--- src/rtl/armleocpu_jtag_dtm_ctrl.sv ---
// RISC-V debug transport module controller: decodes the TAP instruction, owns the
// IDCODE/BYPASS/DTMCS/DMI data registers and drives the DMI request/response handshake.
module armleocpu_jtag_dtm_ctrl #(
   parameter int          IR_LENGTH    = 5,
   parameter logic [31:0] IDCODE_VALUE = 32'h0000_0001,
   parameter int          ABITS        = 7
) (
   input  logic                 clk,
   input  logic                 rst_n,
   input  logic                 tck_rise_i,
   input  logic [IR_LENGTH-1:0] ir_i,
   input  logic                 capture_dr_i,
   input  logic                 shift_dr_i,
   input  logic                 update_dr_i,
   input  logic                 td_i,
   output logic                 tdo_o,
   output logic                 dmi_req_valid_o,
   input  logic                 dmi_req_ready_i,
   output logic [ABITS-1:0]     dmi_req_addr_o,
   output logic [31:0]          dmi_req_data_o,
   output logic [1:0]           dmi_req_op_o,
   input  logic                 dmi_resp_valid_i,
   output logic                 dmi_resp_ready_o,
   input  logic [31:0]          dmi_resp_data_i,
   input  logic                 dmi_resp_err_i
);

   localparam int DMI_W = ABITS + 34;
   localparam logic [IR_LENGTH-1:0] IR_IDCODE = IR_LENGTH'(5'h01);
   localparam logic [IR_LENGTH-1:0] IR_DTMCS  = IR_LENGTH'(5'h10);
   localparam logic [IR_LENGTH-1:0] IR_DMI    = IR_LENGTH'(5'h11);
   localparam logic [5:0] ABITS_FIELD = 6'(ABITS);
   localparam logic [1:0] OP_READ  = 2'd1;
   localparam logic [1:0] OP_WRITE = 2'd2;
   localparam logic [1:0] OP_BUSY  = 2'd3;

   typedef enum logic [1:0] {ST_IDLE = 2'd0, ST_REQ = 2'd1, ST_RESP = 2'd2} state_t;
   typedef enum logic [1:0] {SEL_BYPASS, SEL_IDCODE, SEL_DTMCS, SEL_DMI} sel_t;

   // DMI handshake: a request is offered while dmi_req_valid_o=1 and transfers in the
   // cycle dmi_req_ready_i=1; a response transfers when dmi_resp_valid_i and
   // dmi_resp_ready_o are both 1. Valid is never withdrawn before the transfer.
   state_t             state_q;
   logic               req_valid_q;
   logic               resp_ready_q;
   logic [DMI_W-1:0]   sr_q;
   logic [DMI_W-1:0]   sr_d;
   logic [ABITS-1:0]   addr_q;
   logic [31:0]        data_q;
   logic [1:0]         op_q;
   logic [1:0]         sticky_q;
   logic               discard_q;

   sel_t               sel;
   logic               cap_ev;
   logic               shift_ev;
   logic               upd_ev;
   logic               busy;
   logic               resp_done;
   logic [31:0]        dtmcs_cap;
   logic [1:0]         dmi_cap_op;
   logic [1:0]         upd_op;
   logic [31:0]        upd_data;
   logic [ABITS-1:0]   upd_addr;

   always_comb begin
      sel = SEL_BYPASS;
      if (ir_i == IR_IDCODE)     sel = SEL_IDCODE;
      else if (ir_i == IR_DTMCS) sel = SEL_DTMCS;
      else if (ir_i == IR_DMI)   sel = SEL_DMI;
   end

   assign cap_ev     = tck_rise_i & capture_dr_i;
   assign shift_ev   = tck_rise_i & shift_dr_i;
   assign upd_ev     = tck_rise_i & update_dr_i;
   assign busy       = (state_q != ST_IDLE);
   assign resp_done  = (state_q == ST_RESP) & dmi_resp_valid_i;
   assign dtmcs_cap  = {14'd0, 2'b00, 1'b0, 3'd1, sticky_q, ABITS_FIELD, 4'd1};
   assign dmi_cap_op = busy ? OP_BUSY : sticky_q;
   assign upd_op     = sr_q[1:0];
   assign upd_data   = sr_q[33:2];
   assign upd_addr   = sr_q[DMI_W-1:34];

   // One shift register serves every DR; its effective length follows the selection.
   always_comb begin
      sr_d = sr_q;
      if (cap_ev) begin
         case (sel)
            SEL_IDCODE: sr_d = DMI_W'(IDCODE_VALUE);
            SEL_DTMCS:  sr_d = DMI_W'(dtmcs_cap);
            SEL_DMI:    sr_d = {addr_q, data_q, dmi_cap_op};
            default:    sr_d = '0;
         endcase
      end else if (shift_ev) begin
         case (sel)
            SEL_IDCODE: sr_d = DMI_W'({td_i, sr_q[31:1]});
            SEL_DTMCS:  sr_d = DMI_W'({td_i, sr_q[31:1]});
            SEL_DMI:    sr_d = {td_i, sr_q[DMI_W-1:1]};
            default:    sr_d = DMI_W'(td_i);
         endcase
      end
   end

   always_ff @(posedge clk or negedge rst_n) begin
      if (!rst_n) begin
         state_q      <= ST_IDLE;
         req_valid_q  <= 1'b0;
         resp_ready_q <= 1'b0;
         sr_q         <= '0;
         addr_q       <= '0;
         data_q       <= '0;
         op_q         <= '0;
         sticky_q     <= '0;
         discard_q    <= 1'b0;
      end else begin
         sr_q <= sr_d;
         case (state_q)
            ST_IDLE: ;
            ST_REQ: begin
               if (dmi_req_ready_i) begin
                  state_q      <= ST_RESP;
                  req_valid_q  <= 1'b0;
                  resp_ready_q <= 1'b1;
               end
            end
            ST_RESP: begin
               if (dmi_resp_valid_i) begin
                  state_q      <= ST_IDLE;
                  resp_ready_q <= 1'b0;
                  if (discard_q) begin
                     discard_q <= 1'b0;
                  end else begin
                     if (op_q == OP_READ) data_q <= dmi_resp_data_i;
                     if (dmi_resp_err_i)  sticky_q <= 2'd2;
                  end
               end
            end
            default: begin
               state_q      <= ST_IDLE;
               req_valid_q  <= 1'b0;
               resp_ready_q <= 1'b0;
            end
         endcase

         // TAP events come last so their sticky writes take priority over a response.
         if (cap_ev && sel == SEL_DMI && busy) sticky_q <= OP_BUSY;

         if (upd_ev && sel == SEL_DTMCS) begin
            if (sr_q[16] || sr_q[17]) sticky_q <= 2'd0;
            // A response finishing this very cycle leaves nothing to drop.
            if (sr_q[17] && busy && !resp_done) discard_q <= 1'b1;
         end

         if (upd_ev && sel == SEL_DMI && sticky_q == 2'd0) begin
            if (busy) begin
               sticky_q <= OP_BUSY;
            end else if (upd_op == OP_READ || upd_op == OP_WRITE) begin
               addr_q      <= upd_addr;
               data_q      <= upd_data;
               op_q        <= upd_op;
               state_q     <= ST_REQ;
               req_valid_q <= 1'b1;
            end
         end
      end
   end

   assign tdo_o            = sr_q[0];
   assign dmi_req_valid_o  = req_valid_q;
   assign dmi_resp_ready_o = resp_ready_q;
   assign dmi_req_addr_o   = addr_q;
   assign dmi_req_data_o   = data_q;
   assign dmi_req_op_o     = op_q;

endmodule

--- config.mk ---
export PLATFORM = sky130hd
export DESIGN_NAME = armleocpu_jtag_dtm_ctrl
export DESIGN_NICKNAME = d
export VERILOG_FILES = /design/src/rtl/armleocpu_jtag_dtm_ctrl.sv
export SDC_FILE = /design/constraint.sdc
export NUM_CORES = 1
export LEC_CHECK = 0
export BUFFER_PORTS_ARGS = -buffer_cell sky130_fd_sc_hd__buf_2
export CORE_ASPECT_RATIO = 1.4
export CORE_MARGIN = 10
export CORE_UTILIZATION = 30
export CTS_CLUSTER_SIZE = 12
export DETAILED_ROUTE_END_ITERATION = 10
export HOLD_SLACK_MARGIN = 0.03
export PLACE_DENSITY_LB_ADDON = 0.08
export REMOVE_ABC_BUFFERS = 1
export SLEW_MARGIN = 0
export SYNTH_ARGS = -nofsm -noshare
export SYNTH_HDL_FRONTEND = slang
export SYNTH_SLANG_ARGS = --single-unit
--- constraint.sdc ---
create_clock -name clk -period 2.7 [get_ports clk]
set_clock_uncertainty 0.15 [all_clocks]
set_input_delay 0.675 -clock clk [delete_from_list [all_inputs] [get_ports clk]]
set_output_delay 0.675 -clock clk [all_outputs]
set_load 0.005 [all_outputs]
**After elaboration in Yosys (flattened, before gate mapping)**

Index checks and enable logic that the tools add are counted.

- Multiplexer cells: 42
- Reduce and logical (&&, ||, !) cells: 18
- Bitwise logic cells: 6
- Eq/ne operators: 13

Operator list:

| cell | number |
|---|---|
| two-way mux 32 bit | 7 |
| case mux 41 bit (3 select lines) | 1 |
| two-way mux 41 bit | 2 |
| case mux 41 bit (2 select lines) | 1 |
| two-way mux 2 bit | 18 |
| equality test 5 bit, second input constant | 2 |
| two-way mux 1 bit | 10 |
| equality test 2 x 1 -> 1 bit, second input constant | 4 |
| equality test 2 bit, second input constant | 4 |
| logical AND 1 bit | 7 |
| case mux 2 bit (3 select lines) | 1 |
| AND reduction 3 bit | 2 |
| equality test 5 x 1 -> 1 bit, second input constant | 1 |
| bitwise AND 1 bit | 4 |
| logical NOT 2 bit | 2 |
| != test 2 bit, second input constant | 2 |
| nonzero test 2 bit | 2 |
| OR reduction 2 bit | 2 |
| case mux 1 bit (3 select lines) | 1 |
| logical OR 1 bit | 2 |
| inverter 1 bit | 2 |
| case mux 1 bit (2 select lines) | 1 |
| logical NOT 1 bit | 1 |

- Flip-flop bits (word level): 89
- Logic and storage cells: 88

**Logic depth before layout (Yosys ltp)**

Gate-level depths: netlist (run 1).

- Depth in word-level cells: 12
- Depth in mapped cells: 7
- Depth with buffers taken out: 4

**Worst setup path before layout (run 1)**

OpenSTA, ideal clock, no wires.

- Path kind: input to register
- Start point: input port ir_i[0]
- End point: register data_q[0], in the netlist dmi_req_data_o[0]
- Slack: 477 ps
- Cell stages on the path: 6
- Arrival time: 1949 ps
- Library setup time: 125 ps
- Cells stage by stage: buf_2 -> and2_1 -> nand4_1 -> nor2_2 -> buf_4 -> mux2_2

- Word-level cells in the longest chain between the ends: 8

RTL lines:

| item | line | RTL |
|---|---|---|
| start: declaration | 11 | `input logic [IR_LENGTH-1:0] ir_i,` |
| equality test 5 bit | 70 | `else if (ir_i == IR_DMI) sel = SEL_DMI;` |
| two-way mux 2 bit | 70 |  |
| two-way mux 2 bit | 69 | `else if (ir_i == IR_DTMCS) sel = SEL_DTMCS;` |
| two-way mux 2 bit * | 68 | `if (ir_i == IR_IDCODE) sel = SEL_IDCODE;` |
| equality test 2 bit * | 154 | `if (upd_ev && sel == SEL_DMI && sticky_q == 2'd0) begin` |
| logical AND 1 bit * (2 in series) | 154 |  |
| two-way mux 32 bit * | 154 |  |
| end signal: assignment | 133 | `if (op_q == OP_READ) data_q <= dmi_resp_data_i;` |
| end signal: assignment | 159 | `data_q <= upd_data;` |
| end: declaration | 49 | `logic [31:0] data_q;` |

Mark *: on every way between the ends. The rest lies on a longest branch, timed or not.
A chain may end at the register's enable or synchronous reset.

**Final worst setup path (run 1)**

- Start point: register state_q[0]
- End point: register data_q[24], in the netlist dmi_req_data_o[24]

- Word-level cells in the longest chain between the ends: 5

RTL lines:

| item | line | RTL |
|---|---|---|
| start: declaration | 43 | `state_t state_q;` |
| start signal: assignment | 106 | `state_q <= ST_IDLE;` |
| start signal: assignment | 121 | `state_q <= ST_RESP;` |
| start signal: assignment | 128 | `state_q <= ST_IDLE;` |
| equality test 2 bit | 117 | `case (state_q)` |
| two-way mux 32 bit | 117 |  |
| two-way mux 32 bit | 157 | `end else if (upd_op == OP_READ \|\| upd_op == OP_WRITE) begin` |
| two-way mux 32 bit | 155 | `if (busy) begin` |
| two-way mux 32 bit * | 154 |  |

Marks and branches as above.

==> results.md, run 1 <==
Clocking:
- After clock tree synthesis, the flow added hold-fix buffers numbering 0.
- The clock passes through at most 2 buffers.
- The latest clock arrival within the worst-skew pair is approximately 0.34 ns.
- In this run the number of H-tree levels came out at 3.
- Clock tree synthesis found a total of 89 sinks.
- The number of resized instances in the post-cts repair step is 0.
- The cell chosen for the clock root is clkbuf_16.
- The register clock-pin slew on the reported worst setup and hold paths is 0.07 ns.
- The post-CTS repair timing setup buffer count is 0.
- TritonCTS built the clock tree.
- Counting the buffers created by CTS gives 9.

GRT:
- The first global-routing pass estimated approximately 19000 um of wire.
- Summed over all layers, the global routing overflow is 0.
- The global-route total usage across every layer is 0.121.
- The number of antenna violations at the first check in global routing is 0.
- The via count of the first global-routing pass is ~3.5k.
- Entering global routing, the biggest net connects 64 pins.

Pwr:
- The sequential power share is 0.471.
- The switching share of power is 0.232.
- The ratio of total power to cell area is 542 mW/mm^2.
- Of the total power, combinational logic draws 0.066.
- The leakage power is 2.86 nW.
- The internal portion of the total power is 2.26 mW.
- The switching power is 0.681 mW.
- The part of the power in the clock network is 0.463.
- The design draws 2.94 mW.
- The maximum vdd drop is 0.257 mV.

Placement:
- The number of I/O port buffers is 90.
- Routability-driven placement finished with a final weighted congestion of 0.739.
- Summing all placed instances gives a cell area of a little over 0.005 mm^2.
- The HPWL reported at the end of detailed placement is 8010 um.
- Counting tap cells, the placed design contains a total of 631 instances.

Timing:
- For the pin with the worst max-slew slack, the measured transition is 0.562 ns.
- The final setup violation count is 0.
- Of the available clock period, the critical path in the final layout requires 0.830.
- Setup repair after global routing left no endpoint under its margin.
- The upper clock frequency limit is roughly 0.45 GHz.
- The time the worst path needs with I/O delays and setup is ~2.2 ns.
- The number of failing hold endpoints at the final stage came to 0.
- The final number of max-transition violations is 0.
- The minimum hold slack is around 0.1 ns.
- The worst pin sits at a relative slew slack of 0.625.

Setup path:
- The startpoint type of the worst setup path is a flop.
- The data arrival time at the worst-slack endpoint is approximately 2.3 ns.
- The maximum fanout along the worst path is 13.
- The critical path startpoint is state_q[0].
- The path type of the worst setup path is flop to flop.
- STA puts the critical path data required time at 2.77 ns.
- The worst setup path is captured at a flop.
- The reg-to-reg critical path startpoint is state_q[0].
- Across all register-to-register paths, the minimum setup slack is roughly 0.46 ns.

Floorplan:
- The core outline area is ~0.014 mm^2.
- The overall die height is 163 um.
- The top-level I/O count is between 90 and 100.
- For this configuration, the core starts out at a cell density of 0.303.
- After floorplanning, the core was divided into 52 placement rows.
- The die is around 120 um wide.
- The floorplan step defined a die boundary enclosing 0.0198 mm^2.

Run status:
- The run finished with clean final reports.

Detailed routing:
- The first detailed-routing pass took 4 iterations.
- Using the TritonRoute via totals, the vias-per-cell ratio works out to 4.81.
- The total wirelength of the detailed-routed design is about 12000 um.
- The count of nets left with antenna violations once routing finished came out at 0.
- The overall via count from detail_route is a little over 3k.
- After detailed routing, the number of remaining DRC violations is 0.
- The violation count after the first detailed-route iteration is 134.
- After detailed routing, the average wire length per cell comes to approximately 18 um.

Cells and area:
- The number of cells in the finished layout apart from fillers is 647.
- The area overhead of the layout relative to synthesis is 24.3%.
- Of the cells placed in the final design, the portion with a size suffix greater than 1 is 0.402.
- The number of antenna repair diodes is 0.
- The layout net count is 500.
- In the layout the commonest cells are dfrtp_1 (89), buf_2 (89), nand2_1 (60).
- The final non-filler cell area is 0.00542 mm^2.

Yosys:
- Synthesis inferred 89 register bits.
- The number of warnings issued by yosys is 0.
- dfrtp_1 takes more of the synthesized area than any other cell.
- The most used flip-flop cell after synthesis is dfrtp_1.
- The top-area cell type share of the netlist area is 0.511.
- The async set-or-reset flop fraction in the synthesized netlist is 1.00.
- The post-synthesis cell area is around 0.0044 mm^2.
- Counting distinct cell types in the post-synthesis netlist gives between 40 and 50.
- The mean instance size in the synthesized netlist is 12.1 um^2.
- The share of the Yosys chip area taken by registers is 0.511.
- Synthesis produced 361 cells.
- Yosys attributes the largest share of cell area to dfrtp_1 (51%), mux2_4 (10%), mux2_2 (8.3%).
- Yosys mapped a number of flops with a built-in enable equal to 0.

Flow run:
- Across the run, the number of max-cap violations was 0.

Min path:
- The path class of the lowest-slack min-delay path is input port to async pin.
==> per-layer routing <==
| layer | routed length, um | vias to the layer above | part of all wire | GRT usage |
|---|---|---|---|---|
| li1 | - | 1491 | - | - |
| met1 | 5120 | 1540 | 0.44 | 0.147 |
| met2 | 5570 | 69 | 0.48 | 0.199 |
| met3 | 629 | 10 | 0.055 | 0.0354 |
| met4 | 190 | 0 | 0.017 | 0.0418 |
| met5 | 0 | - | 0 | 0 |
==> final timing paths <==
| kind | to | cells past startpoint |
|---|---|---|
| worst min register to register | dmi_req_valid_o | 1 |
| min in group clk | dmi_req_valid_o | 1 |
| worst min-delay path | dmi_req_addr_o[1] | 1 |
| max in group asynchronous | dmi_req_op_o[0] | 2 |
| worst max-delay path | dmi_req_data_o[24] | 5 |
| worst max register to register | dmi_req_data_o[24] | 5 |
==> area by class of cell <==
type / instances / area (um^2)
Inverter: 2 / 7.51
Sequential cell: 89 / 2230
Fill cell: 1448 / 8960
Multi-Input combinational cell: 249 / 2010
Timing Repair Buffer: 102 / 618
Clock inverter: 6 / 90.1
Clock buffer: 10 / 229
Tap cell: 189 / 236
==> critical path, cell delays in order (launching register included) <==
cell and delay [ns]:
dfrtp_1 0.47, and4bb_1 0.37, nand3b_4 0.30, buf_12 0.27
mux2_4 0.29, mux2_2 0.26
==> cells in the mapped netlist (2+ instances only) <==
cell type	count
a21o_1	2
and4bb_1	2
buf_4	4
dfrtp_1	89
and2_1	2
inv_1	2
o21ai_1	4
nand3b_1	2
mux2_2	32
nor3_1	3
o31ai_1	10
buf_2	6
a221o_1	2
a21oi_1	6
mux2_4	30
nand2_1	60
a22oi_1	28
o21a_1	3
mux2i_1	14
nand2b_1	3
buf_6	4
o21ai_0	3
nor2_1	17
clkbuf_1	6
mux2_1	9
==> power by group through the flow <==
stage / clock network (mW) / registers (mW) / logic (mW)
after global placement: 0 / 1.41 / 0.202
after floorplan: 0 / 1.40 / 0.0828
after detailed placement: 0 / 1.41 / 0.202
after global routing: 1.47 / 1.39 / 0.219
final: 1.36 / 1.38 / 0.195
after CTS: 1.41 / 1.38 / 0.203
==> cell families after synthesis <==
logic type | after synthesis | share of synthesized area
AO/OA/AOI/OAI | 65 | 0.107
AND/OR/NAND/NOR | 98 | 0.107
multiplexers | 85 | 0.241
flip-flops | 89 | 0.511
XOR/XNOR | 1 | 0.00201
buffers and inverters | 23 | 0.0319
==> registers in the layout, indices dropped and copies added (netlist names) <==
signal / cells
dmi_req_addr_o: 7
dmi_req_op_o: 2
state_q: 2
discard_q: 1
sticky_q: 2
sr_q: 41
dmi_req_valid_o: 1
dmi_req_data_o: 32
dmi_resp_ready_o: 1
==> per-stage QoR <==
stage,utilization,setup TNS [ns],setup slack (ns)
detailed placement,0.355,0,0.220
CTS,0.377,0,0.422
floorplan,-,-28.66,-0.697
global route,0.377,0,0.362
global placement,0.355,0,0.252
finish,0.377,0,0.458
No activity file was read; power rests on OpenSTA's default activity.
==> run 2, diff against run 1 <==
- clock period: 2.7 -> 2.29 ns (I/O delays scaled with it)
==> run 2 against run 1 <==
  * Global-route usage increased by 0.052 points
  * Register-to-register slack got worse by 0.16 ns
  * Utilization increased by 0.54 points
  * Count of clock-buffer cells in the layout increased by 1
  * Sequential power increased by 18%
  * Clock power increased by 15%
  * Combinational power increased by 25%
  * Critical path depth unchanged
  * Fmax increased by 12%
  * Worst hold slack improved by 0.21 ns
  * Highest routed layer unchanged
==> results.md, run 2 (same netlist as run 1, synthesis figures left out) <==
Flow run:
- The max capacitance violation total is 0.

Detailed routing:
- The overall via count from detail_route is 3155.
- The routed design has 11800 um of wire.
- The routed length per placed instance is roughly 18 um.
- The detailed-route vias per instance is a little under 5.
- The number of design rule violations left after detail routing is 0.
- The number of detailed-route iterations in the first pass is 6.
- The detail route stage leaves a number of antenna-violating nets equal to 0.
- The violation count after the first detailed-route iteration is 134.

Placement:
- The instance area at placement is 0.00517 mm^2.
- Routability-driven placement finished with a final weighted congestion of 0.762.
- Summed over all nets, the half-perimeter wirelength after detailed placement is 8330 um.
- Buffers placed on the I/O ports in this run total 90.
- OpenSTA, run right after detailed placement, puts the worst setup slack at 0.000930 ns.
- The post-placement cell count is 639.

Setup path:
- The path type of the worst setup path is flop to flop.
- Walking the worst path, the cells encountered are and4bb_1 -> nand3b_4 -> buf_12 -> mux2_1 -> mux2_2.
- The delay of the slowest critical-path stage is 0.45 ns.
- Along the worst path, the maximum fanout reaches 32.
- The family with the most delay on the worst path is multiplexers.
- The buffering stage count on the worst path with inverters included is 1.
- STA classifies the critical path endpoint as a flop.
- The largest individual stage delay along the critical path comes from the cell dfrtp_1.
- The data arrival time at the worst-slack endpoint is 2.08 ns.
- The data required time of the critical path is 2.37 ns.
- STA classifies the critical path startpoint as a flop.

Timing:
- Setup violations remaining at the end of the flow were counted as 0.
- The transition time at the pin with the least slew margin is 0.412 ns.
- The number of failing hold endpoints at the final stage is 0.
- Headroom to the max-slew limit came out at 0.726.
- The upper clock frequency limit is 0.501 GHz.
- The minimum hold slack is 0.313 ns.
- The time the worst path needs with I/O delays and setup is 1.99 ns.
- Once routing completed, OpenROAD measured the worst setup slack at 0.295 ns.
- Setup repair after global routing left no endpoint under its margin.
- The final number of max-transition violations is 0.
- The part of the cycle the worst path needs is 0.871.

Floorplan:
- The total number of placement rows is 52.
- Measured along the y axis, the die boundary spans 163 um.
- For this design the top-level I/O count stands at 91.
- Measured along the x axis, the die boundary spans 122 um.
- For this configuration, the core starts out at a cell density of 0.303.
- The area of the die is 0.0198 mm^2.
- After floorplanning, the core was sized to cover between 0.01 and 0.015 mm^2.

Pwr:
- For this design the total switching power over the nets is 0.822 mW.
- The sequential power share is 0.475.
- In this run the power density over the cells is 626 mW/mm^2.
- The leakage power is 2.90 nW.
- Of the total power, combinational logic draws 0.071.
- Across the VDD grid, the largest voltage drop is 0.283 mV.
- Internal power comes to 2.62 mW.
- The part of the power in the clock network is 0.455.
- Of the total power, the share spent switching nets is 0.239.

GRT:
- Global routing finished with a remaining overflow of 0.
- Entering global routing, the biggest net connects 35 pins.
- The global-route wire length before repair is 19000 um.
- The global-route total usage across every layer is 0.122.
- The via count of the first global-routing pass was around 3.5k.
- The number of antenna violations at the first check in global routing is 0.

Cells and area:
- The number of fillers in the final layout is 1460.
- In the final layout, the share of cells above drive strength 1 is 0.413.
- The area taken by flip-flops and latches is 0.00223 mm^2.
- For this run, the post-layout net count is 509.
- The number of cells in the finished layout apart from fillers is 656.
- The register with the most flip-flops in the layout has 41 of them.
- The number of antenna repair diodes is 0.
- The register containing the most flip-flops in the final layout is sr_q.
- Relative to the synthesized area, the layout overhead comes to 26.1%.
- The final non-filler cell area is 0.00550 mm^2.
- Summing all multi-input logic gate instances after layout gives 0.00201 mm^2.
- The top cell types in the final layout, fill and taps aside, are dfrtp_1 (89), buf_2 (89), nand2_1 (60).

Clocking:
- The TritonCTS clock tree is built.
- The clock sink total is about 90.
- For the worst-skew pair, the clock arrives at the later sink with an insertion delay of 0.34 ns.
- The number of buffers inserted during clock tree synthesis is 9.
- Buffers added to address setup during post-CTS repair amount to 0.
- The cell chosen for the clock root is clkbuf_16.
- After clock tree synthesis, the clock-pin slew on the worst setup and hold paths is ~0.070 ns.
- Counting along the longest clock path gives a buffer depth of 2.
- CTS built an H-tree with a depth of 3.

Run status:
- The flow ran to the end, and the final reports show no timing, DRC or antenna violations.

Min path:
- The path class of the lowest-slack min-delay path is input port to flop.
run 2: final timing paths:
path / end / cells after the start / from / slack, ns
max: dmi_req_data_o[31] / 5 / state_q[1] / 0.30
min: state_q[0] / 2 / dmi_req_ready_i / 0.31
max reg2reg: dmi_req_data_o[31] / 5 / state_q[1] / 0.30
min reg2reg: sr_q[23] / 2 / sr_q[24] / 0.35
max in group asynchronous: sr_q[1] / 3 / rst_n / 0.87
min in group asynchronous: dmi_req_data_o[26] / 2 / rst_n / 0.58
run 2: through the flow:
stage / utilization / setup TNS (ns) / power [mW]
2_1_floorplan: - / -52.69 / 1.75
3_3_place_gp: 0.360 / 0 / 1.91
3_5_place_dp: 0.360 / 0 / 1.91
4_1_cts: 0.382 / 0 / 3.49
5_1_grt: 0.382 / 0 / 3.58
6_report: 0.382 / 0 / 3.44
run 2: worst register-to-register path: stages, from the launching register on:
cell and delay, ns:
dfrtp_1 0.45, and4bb_1 0.29, nand3b_4 0.10, buf_12 0.25
mux2_1 0.38, mux2_2 0.26
run 2: repair_timing:
action,in CTS,in global routing
endpoints found under the setup margin,0,0
hold buffers,1,0
endpoints found under the hold margin,27,0
resized for setup,0,0
run 2: layer usage:
metal	global-route usage	vias to the layer above	wire, um
li1	-	1505	-
met5	0	-	0
met3	0.0302	14	520
met1	0.145	1566	5150
met2	0.204	70	5930
met4	0.0484	0	184
run 2: power by group through the flow:
stage                     clock [mW]  sequential (mW)  combinational [mW]
after detailed placement           0             1.67               0.249
after CTS                       1.60             1.63               0.252
after global routing            1.67             1.64               0.272
after floorplan                    0             1.65              0.0977
final                           1.57             1.63               0.243
after global placement             0             1.66               0.247
run 2: area by class of cell:
| cell class | count | area share |
|---|---|---|
| clock buffers | 11 | 0.0460 |
| well taps | 189 | 0.0430 |
| inverters | 2 | 0.00137 |
| flip-flops and latches | 89 | 0.405 |
| repair buffers | 111 | 0.127 |
| multi-input cells | 249 | 0.366 |
| clock inverters | 5 | 0.0112 |
==> run 3, diff against run 2 <==
- PLACE_DENSITY_LB_ADDON: 0.08 -> unset
==> run 3 against run 2 <==
  * Count of clock-buffer cells in the layout down 2
  * Worst hold slack worse by 0.19 ns
  * Global-route usage fell by 0.74 points
  * Sequential power about the same
  * Fmax rose by 0.44%
  * First-iteration DRC count increased by 48%
  * Flip-flop and latch count did not move
  * Via count fell by 0.95%
  * Register-to-register slack about the same
  * Critical path depth did not move
  * Critical endpoint unchanged
  * Highest routed layer unchanged
==> results.md, run 3 (same netlist as run 1, synthesis figures left out) <==
Detailed routing:
- The violation count after the first detailed-route iteration is slightly below 200.
- Dividing the detail-routed wire length by the instance count gives 17.3 um.
- Wires add up to 11300 um.
- The number of detailed-route iterations in the first pass is 4.
- Dividing the detail-routed via count by the number of cells gives 4.81.
- The antenna violation net count after detailed routing is 0.
- The routed layout has 3125 vias.
- The number of design rule violations left after detail routing is 0.

GRT:
- The maximum number of pins on one net before global-route repair is 90.
- The first global-routing pass estimated 18000 um of wire.
- Across every metal layer, demand over resource in global routing totals 0.114.
- The via count of the first global-routing pass was 3351.
- The number of antenna violations at the first check in global routing is 0.
- The final global-route overflow total is 0.

Pwr:
- The relative contribution of combinational cells to total power is 0.064.
- The internal power of the cells totals 2.88 mW.
- Of the total power, the share spent switching nets is 0.214.
- The worst-case IR drop observed on VDD is 0.295 mV.
- The part of the power in the clock network is 0.492.
- Of the total power, registers draw 0.444.
- The ratio of total power to cell area is ~670 mW/mm^2.
- The switching power is 0.786 mW.
- In this run the static leakage power is 2.90 nW.

Floorplan:
- The overall die width is 122 um.
- The core outline area is 0.0144 mm^2.
- The initial utilization of the core area, before any placement, comes to 0.303.
- The total number of placement rows is 52.
- 91 I/O pins were placed.
- The die covers 0.0198 mm^2.
- The overall die height is 163 um.

Clocking:
- CTS placed an instance of clkbuf_16 at the clock tree root.
- After clock tree synthesis, the flow added hold-fix buffers numbering 0.
- After clock tree synthesis, the clock-pin slew on the worst setup and hold paths is 0.07 ns.
- CTS built an H-tree with a depth of 3.
- The TritonCTS clock tree is built.
- The clock sink total is 89.
- The post-CTS repair timing setup buffer count is 0.
- The number of resized instances in the post-cts repair step is 0.
- The buffer depth of the longest clock path is 2.
- The latest clock arrival within the worst-skew pair is 0.34 ns.
- The number of clock buffers added by TritonCTS is 9.

Timing:
- The final number of max-transition violations is 0.
- In this run the tightest slew margin relative to its limit is 0.672.
- Setup repair after global routing left no endpoint under its margin.
- At the pin with the least slew margin, the transition time is 0.491 ns.
- Setup violations remaining at the end of the flow were counted as 0.
- The number of failing hold endpoints at the final stage is 0.
- The setup slack after layout is 0.304 ns.
- The time the worst path needs with I/O delays and setup is 1.99 ns.
- The part of the cycle the worst path needs is 0.867.
- The upper clock frequency limit is ~0.50 GHz.
- Summed over all failing endpoints, the final setup total negative slack is 0 ns.

Cells and area:
- Compared with the post-synthesis result, the final layout area differs by 25.6%.
- The net count of the finished layout is 503.
- The repair_antennas step left the layout with diodes totalling 0.
- The fraction of layout instances using a drive strength above 1 is 0.408.
- Leaving out fill and tap cells, the most frequent cells in the layout are dfrtp_1 (89), buf_2 (89), nand2_1 (60).
- The register with the most flip-flops in the layout has 41 of them.
- The final non-filler cell area is 0.00548 mm^2.
- The register with the most flip-flops in the final layout is sr_q.
- The number of cells in the finished layout apart from fillers is 650.
- The number of fillers in the final layout is ~1.4k.

Setup path:
- Data arrives at the worst endpoint at 2.06 ns.
- The maximum fanout along the worst path is 32.
- The path type of the worst setup path is flop to flop.
- The worst setup path is launched from a flop.
- STA classifies the critical path endpoint as a flop.
- At the worst endpoint, the required time is 2.37 ns.

Placement:
- The HPWL reported at the end of detailed placement is 7900 um.
- The final weighted congestion in routability-driven placement is between 0.7 and 0.8.
- The post-placement cell count is 634.
- OpenSTA, run right after detailed placement, puts the worst setup slack at 0.0252 ns.
- The number of I/O port buffers is 90.
- The instance area at placement is 0.00511 mm^2.

Flow run:
- Across the run, the number of max-cap violations was 0.

Run status:
- The flow ran to the end, and the final reports show no timing, DRC or antenna violations.

Min path:
- The path class of the lowest-slack min-delay path is input port to async pin.
run 3: worst max-delay path, stage by stage (launching register included):
cell	delay [ns]
dfrtp_1	0.46
and4bb_1	0.36
nand3b_4	0.10
buf_12	0.21
mux2_1	0.34
mux2_2	0.26
run 3: power by group through the flow:
stage	clock, mW	sequential [mW]	combinational [mW]
6_report	1.81	1.63	0.233
3_3_place_gp	0	1.66	0.235
3_5_place_dp	0	1.66	0.239
4_1_cts	1.85	1.63	0.239
2_1_floorplan	0	1.65	0.0977
5_1_grt	1.91	1.63	0.261
run 3: final cells by class:
cell class	instances	area [um^2]	share of cell area
flip-flops and latches	89	2230	0.407
clock inverters	7	141	0.0258
clock buffers	9	225	0.0411
inverters	2	7.51	0.00137
repair buffers	105	628	0.115
well taps	189	236	0.0432
multi-input cells	249	2010	0.367
run 3: stage by stage:
step | hold slack [ns] | power [mW] | utilization
6_report | 0.118 | 3.67 | 0.381
5_1_grt | 0.168 | 3.80 | 0.381
4_1_cts | 0.149 | 3.71 | 0.381
3_5_place_dp | 0.319 | 1.90 | 0.355
3_3_place_gp | 0.314 | 1.89 | 0.355
2_1_floorplan | 0.127 | 1.75 | -
run 3: path summary, 6_finish.rpt:
kind / startpoint / end / slack [ns] / cells after the start
setup / recovery: state_q[0] / dmi_req_data_o[31] / 0.30 / 5
hold / removal: rst_n / dmi_req_addr_o[2] / 0.12 / 2
setup reg to reg: state_q[0] / dmi_req_data_o[31] / 0.30 / 5
hold reg to reg: dmi_req_valid_o / dmi_req_valid_o / 0.33 / 1
max in group asynchronous: rst_n / dmi_req_data_o[4] / 1.48 / 2
min in group clk: dmi_req_valid_o / dmi_req_valid_o / 0.33 / 1
run 3: metal layers:
| layer | GRT usage | up-vias | part of all wire |
|---|---|---|---|
| met2 | 0.187 | 75 | 0.50 |
| met4 | 0.0413 | 0 | 0.014 |
| met1 | 0.140 | 1552 | 0.44 |
| met3 | 0.0302 | 12 | 0.051 |
| met5 | 0 | - | 0 |
| li1 | - | 1486 | - |
